===== src/rtl/obstacle_lane_engine_pkg.sv =====
// rtl/obstacle_lane_engine_pkg.sv - game state encodings, game_info field positions, lane helpers
package obstacle_lane_engine_pkg;

  typedef enum logic [1:0] {
    ST_IDLE = 2'd0,
    ST_RUN  = 2'd1,
    ST_HIT  = 2'd2
  } game_state_t;

  localparam int GI_LANE    = 0;
  localparam int GI_RUN     = 2;
  localparam int GI_RESTART = 3;
  localparam int GI_SPEED   = 4;

  localparam logic [1:0] LANE_NONE = 2'd3;

  function automatic logic [2:0] lane_onehot(input logic [1:0] lane);
    logic [2:0] row;
    row = 3'b000;
    case (lane)
      2'd0:    row = 3'b001;
      2'd1:    row = 3'b010;
      2'd2:    row = 3'b100;
      default: row = 3'b000;
    endcase
    return row;
  endfunction

endpackage


===== src/rtl/obstacle_lane_engine_scroll_tick_gen.sv =====
// rtl/obstacle_lane_engine_scroll_tick_gen.sv - speed-scaled scroll step timer with registered tick pulse
module obstacle_lane_engine_scroll_tick_gen #(
  parameter int SCROLL_BASE_CYC = 2_500_000
) (
  input  logic       clk,
  input  logic       rst,
  input  logic       enable,
  input  logic       clear,
  input  logic [1:0] speed,
  output logic       tick
);

  localparam int            CW   = $clog2(SCROLL_BASE_CYC + 1);
  localparam logic [CW-1:0] BASE = CW'(SCROLL_BASE_CYC);

  logic [CW-1:0] count;
  logic [CW-1:0] period_m1;

  assign period_m1 = (BASE >> speed) - CW'(1);

  // >= rather than == so a speed increase past the current count still wraps at once
  always_ff @(posedge clk or negedge rst) begin
    if (!rst) begin
      count <= '0;
      tick  <= 1'b0;
    end else if (clear) begin
      count <= '0;
      tick  <= 1'b0;
    end else if (enable) begin
      if (count >= period_m1) begin
        count <= '0;
        tick  <= 1'b1;
      end else begin
        count <= count + CW'(1);
        tick  <= 1'b0;
      end
    end else begin
      tick <= 1'b0;
    end
  end

endmodule


===== src/rtl/obstacle_lane_engine.sv =====
// rtl/obstacle_lane_engine.sv - 3-lane obstacle field scroller with collision detection and score
module obstacle_lane_engine
  import obstacle_lane_engine_pkg::*;
#(
  parameter int DEPTH           = 16,
  parameter int SCROLL_BASE_CYC = 2_500_000,
  parameter int MIN_GAP         = 2
) (
  input  logic               clk,
  input  logic               rst,
  input  logic [7:0]         game_info,
  input  logic [1:0]         randomized_value,
  output logic               collision_detect,
  output logic               game_over,
  output logic               scroll_tick,
  output logic [3*DEPTH-1:0] obst_map,
  output logic [15:0]        score
);

  localparam int GW = (MIN_GAP > 0) ? $clog2(MIN_GAP + 1) : 1;

  game_state_t   state;
  game_state_t   next_state;
  logic [1:0]    lane;
  logic          run;
  logic          restart;
  logic [1:0]    speed;
  logic [GW-1:0] gap_cnt;
  logic [3:0]    bottom_ext;
  logic          hit_cond;
  logic          step;
  logic          spawn;
  logic [2:0]    new_row;
  logic          tick_en;
  logic          tick_clr;
  logic          unused_gi;

  assign lane      = game_info[GI_LANE +: 2];
  assign run       = game_info[GI_RUN];
  assign restart   = game_info[GI_RESTART];
  assign speed     = game_info[GI_SPEED +: 2];
  assign unused_gi = ^game_info[7:6];

  // Lane 3 indexes the padding zero, so "no lane" can never collide
  assign bottom_ext = {1'b0, obst_map[3*DEPTH-1 -: 3]};

  obstacle_lane_engine_scroll_tick_gen #(
    .SCROLL_BASE_CYC(SCROLL_BASE_CYC)
  ) u_tick_gen (
    .clk    (clk),
    .rst    (rst),
    .enable (tick_en),
    .clear  (tick_clr),
    .speed  (speed),
    .tick   (scroll_tick)
  );

  always_ff @(posedge clk or negedge rst) begin
    if (!rst) begin
      state <= ST_IDLE;
    end else begin
      state <= next_state;
    end
  end

  always_comb begin
    next_state = state;
    hit_cond   = 1'b0;
    step       = 1'b0;
    spawn      = 1'b0;
    new_row    = 3'b000;
    tick_en    = 1'b0;
    tick_clr   = 1'b0;

    if (state == ST_RUN && lane != LANE_NONE) begin
      hit_cond = bottom_ext[lane];
    end

    case (state)
      ST_IDLE: if (run && !restart) next_state = ST_RUN;
      ST_RUN: begin
        if (hit_cond) begin
          next_state = ST_HIT;
        end else if (!run) begin
          next_state = ST_IDLE;
        end
      end
      ST_HIT:  next_state = ST_HIT;
      default: next_state = ST_IDLE;
    endcase

    if (restart) begin
      next_state = ST_IDLE;
    end

    // Counting only while staying in RUN keeps ticks from leaking into IDLE/HIT
    step     = (state == ST_RUN) && scroll_tick && !hit_cond && !restart;
    tick_en  = (state == ST_RUN) && (next_state == ST_RUN);
    tick_clr = restart || (state == ST_HIT);
    spawn    = (randomized_value != LANE_NONE) && (gap_cnt == '0);
    new_row  = spawn ? lane_onehot(randomized_value) : 3'b000;
  end

  always_ff @(posedge clk or negedge rst) begin
    if (!rst) begin
      obst_map         <= '0;
      score            <= '0;
      gap_cnt          <= '0;
      collision_detect <= 1'b0;
      game_over        <= 1'b0;
    end else begin
      game_over <= (next_state == ST_HIT);
      if (restart) begin
        obst_map         <= '0;
        score            <= '0;
        gap_cnt          <= '0;
        collision_detect <= 1'b0;
      end else begin
        collision_detect <= hit_cond;
        if (step) begin
          obst_map <= {obst_map[3*DEPTH-4:0], new_row};
          if (spawn) begin
            gap_cnt <= GW'(MIN_GAP);
          end else if (gap_cnt != '0) begin
            gap_cnt <= gap_cnt - GW'(1);
          end
          if (score != 16'hFFFF) begin
            score <= score + 16'd1;
          end
        end
      end
    end
  end

endmodule


===== config.mk =====
export PLATFORM = sky130hd
export DESIGN_NAME = obstacle_lane_engine
export DESIGN_NICKNAME = d
export VERILOG_FILES = /design/src/rtl/obstacle_lane_engine_pkg.sv /design/src/rtl/obstacle_lane_engine_scroll_tick_gen.sv /design/src/rtl/obstacle_lane_engine.sv
export SDC_FILE = /design/constraint.sdc
export NUM_CORES = 1
export LEC_CHECK = 0
export CORE_AREA = 3 3 89 108
export CTS_BUF_LIST = sky130_fd_sc_hd__clkbuf_4 sky130_fd_sc_hd__clkbuf_8 sky130_fd_sc_hd__clkbuf_16
export DETAILED_ROUTE_END_ITERATION = 7
export DIE_AREA = 0 0 92 111
export PLACE_DENSITY = 0.84
export RECOVER_POWER = 50
export SLEW_MARGIN = 10
export SYNTH_ARGS = -nofsm -noshare
export SYNTH_HDL_FRONTEND = slang
export SYNTH_SLANG_ARGS = --single-unit

===== constraint.sdc =====
create_clock -name clk -period 4 [get_ports clk]
set_input_delay 0.6 -clock clk [delete_from_list [all_inputs] [get_ports clk]]
set_output_delay 0.6 -clock clk [all_outputs]
set_load 0.02 [all_outputs]

==> results_dict.tcl <==
set metrics [dict create \
    async_flop_share 1.00 \
    syn_area_um2 4960 \
    ant_nets 0 \
    vias 4235 \
    post_cts_buffers 0 \
    cp-start-kind "input pin" \
    p_seq_frac 0.555 \
    yosys.area.top_type "dfrtp_1" \
    syn-num-nets 579 \
    p_leak_nw 2.67 \
    skew_ns 0.0145 \
    share_comb_of_total_power 0.059 \
    ios 79 \
    crit_path_cell_trace "clkdlybuf4s50_1 -> inv_1 -> ha_1 -> nor2_1 -> nand4_1 -> xnor2_1 -> ha_1 -> and3_4 -> a221o_1 -> a2bb2oi_2 -> and2_1 -> nand3_4 -> o31ai_1" \
    fin_nets 650 \
    die-height_um 111 \
    area_growth_pct 21.8 \
    dieWidth_um 92 \
    setup_viol 0 \
    timing.final.crit_share 0.863 \
    core_area_um2 8610 \
    synth_cells 536 \
    ctsHoldBuffers 0 \
    maxSlewViolCount 77 \
    finalSetupTns_ns 0 \
    fillers 671 \
    met2_usage 0.391 \
    synth-edff-count 0 \
    n_antenna_cell 0 \
    worstPathArrival_ns 3.72 \
    synth-seq-cells 93 \
    numCtsBuffers 9 \
    max_freq_mhz 290 \
    drv_cap 1 \
    p_sw_frac 0.239 \
    yosysTopAreaCellShare 0.469 \
    utilization 0.702 \
    clock_latency_ns 0.37 \
    crit_path_frequent_cell "ha_1" \
    wire_per_inst_um 15.3 \
    critical-path-max-stage-delay_ns 0.54 \
    grt_start_max_net_pins 77 \
    first_global_vias 4046 \
    grt_pass1_wl_um 19200 \
    tritoncts "done" \
    hp-class "reg -> reg" \
    path_class "in -> reg" \
    totalWireLength_um 11200 \
    drive_gt1_frac 0.0752 \
    max-slew-margin-rel -0.227 \
    via_per_inst 5.81 \
    slowest_stage "clkdlybuf4s50_1" \
    synth.avg_cell_area_um2 9.26 \
    drc 0 \
    num_rows 37 \
    grtUsageMet1 0.294 \
    ir_worst_vdd_mv 0.210 \
    yosysWarnings 0 \
    htreeDepth 3 \
    crit_required_ns 4.27 \
    clk_path_buf_depth 2 \
    met3_usage 0.0367 \
    antenna_found_initial 0 \
    p_int_mw 1.30 \
    clkPwrFrac 0.387 \
    io_buffers 76 \
    synth_commonest_cells "nand2_1, dfrtp_1, a21oi_1" \
    worstMarginPinSlew_ns 1.84 \
    synth_seq_area_share 0.469 \
    critPathMaxFanout 14 \
    cts.repair.resized 0 \
    powerDensity_nw_per_um2 282 \
    yosysMostFrequentCell "nand2_1" \
    die-area_um2 10200 \
    start_util 0.576 \
    cp-end-kind "flop" \
    first_iter_violations 299 \
    gp_congestion 0.816 \
    busiest_layer "met2" \
    place_hpwl_um 7920 \
    cts-root-buf "clkbuf_8" \
    status "finished with violations" \
    grtUsageTotal 0.229 \
    dr.pass1.iters 5 \
    synth_area_leaders "dfrtp_1, nand2_1, ha_1" \
    hold_viol_final 0 \
    rsz0062_at_grt "false" \
    violations "capacitance limit, slew limit" \
    p_sw_mw 0.408 \
    yosysUniqueCellTypes 54 \
    clkSinkCount 93 \
    overflow 0 \
    synth_ff_type "dfrtp_1" \
    period_needed_ns 3.45 \
    clkTransAtPathRegs_ns 0.10 \
]
## worst paths after layout
check / start / to / slack (ns) / cells past startpoint
max: game_info[4] / u_tick_gen.count[5]$_DFFE_PN0P_ / 0.55 / 13
min: state[1]$_DFF_PN0_ / collision_detect$_DFF_PN0_ / 0.49 / 1
max reg2reg: u_tick_gen.count[20]$_DFFE_PN0P_ / u_tick_gen.count[4]$_DFFE_PN0P_ / 1.58 / 8
min reg2reg: state[1]$_DFF_PN0_ / collision_detect$_DFF_PN0_ / 0.49 / 1
max in group asynchronous: rst / obst_map[45]$_DFFE_PN0P_ / 1.62 / 2
min in group asynchronous: rst / obst_map[15]$_DFFE_PN0P_ / 0.73 / 1
## logic make-up after synthesis
group / share of synthesized area
compound gates: 0.157
xor+xnor: 0.0265
mux: 0.00807
fa+ha+maj: 0.0782
simple gates: 0.227
buf+inv: 0.0340
flops: 0.469
## per-stage QoR
stage	setup WS [ns]	power (mW)	instances	hold slack, ns	area [um2]
final	0.548	1.70	729	0.488	6040
after global routing	0.309	1.77	729	0.519	6040
after CTS	0.539	1.71	729	0.400	6050
after detailed placement	0.160	1.07	713	0.467	5840
after global placement	0.271	1.06	713	0.449	5840
after floorplan	0.901	1.02	536	0.304	4960
## power by group through the flow
stage                     combinational, mW  sequential, mW  clock (mW)
final                                 0.100           0.945       0.659
after detailed placement              0.102           0.964           0
after CTS                             0.102           0.945       0.668
after global placement               0.0976           0.963           0
after global routing                  0.115           0.946       0.713
after floorplan                      0.0535           0.963           0
## registers in the layout, indices dropped and copies added (netlist names)
register	count
u_tick_gen.count	22
state	2
score	16
game_over	1
u_tick_gen.tick	1
gap_cnt	2
obst_map	48
collision_detect	1
## routing by layer
metal  wire [um]  up-vias
li1            -     2023
met1        4780     2070
met2        5670      129
met3         528       13
met4         181        0
met5           0        -
## placed cells by master, fill, tap and decap left out, types with 3 or more instances in the layout
cell	instances
nor2_1	32
clkbuf_8	11
nand3_1	17
o31ai_1	5
o31ai_2	8
nand4_1	18
and2_1	17
xor2_1	13
clkdlybuf4s50_1	41
dfrtp_1	93
dlygate4sd3_1	33
a41oi_1	3
mux2i_1	4
a21oi_1	59
inv_1	15
o21ai_1	6
and3_1	7
a31oi_1	18
ha_1	31
and4_1	7
buf_4	9
nor3_1	4
nand2_1	115
## final cells by class
type | instances | area (um2) | share of cell area
Multi-Input combinational cell | 402 | 2480 | 0.411
Clock buffer | 11 | 151 | 0.0251
Tap cell | 117 | 146 | 0.0242
Timing Repair Buffer | 86 | 822 | 0.136
Inverter | 15 | 56.3 | 0.00932
Sequential cell | 93 | 2330 | 0.385
Clock inverter | 5 | 57.6 | 0.00952
## worst max-delay path, delay by kind of cell
| family | cells | cell delay [ns] |
|---|---|---|
| AO/OA/AOI/OAI | 3 | 0.81 |
| XOR/XNOR | 1 | 0.14 |
| AND/OR/NAND/NOR | 5 | 0.87 |
| buffers and inverters | 2 | 0.66 |
| adder cells (fa/ha/maj) | 2 | 0.62 |
(Power assumes the default switching activity.)
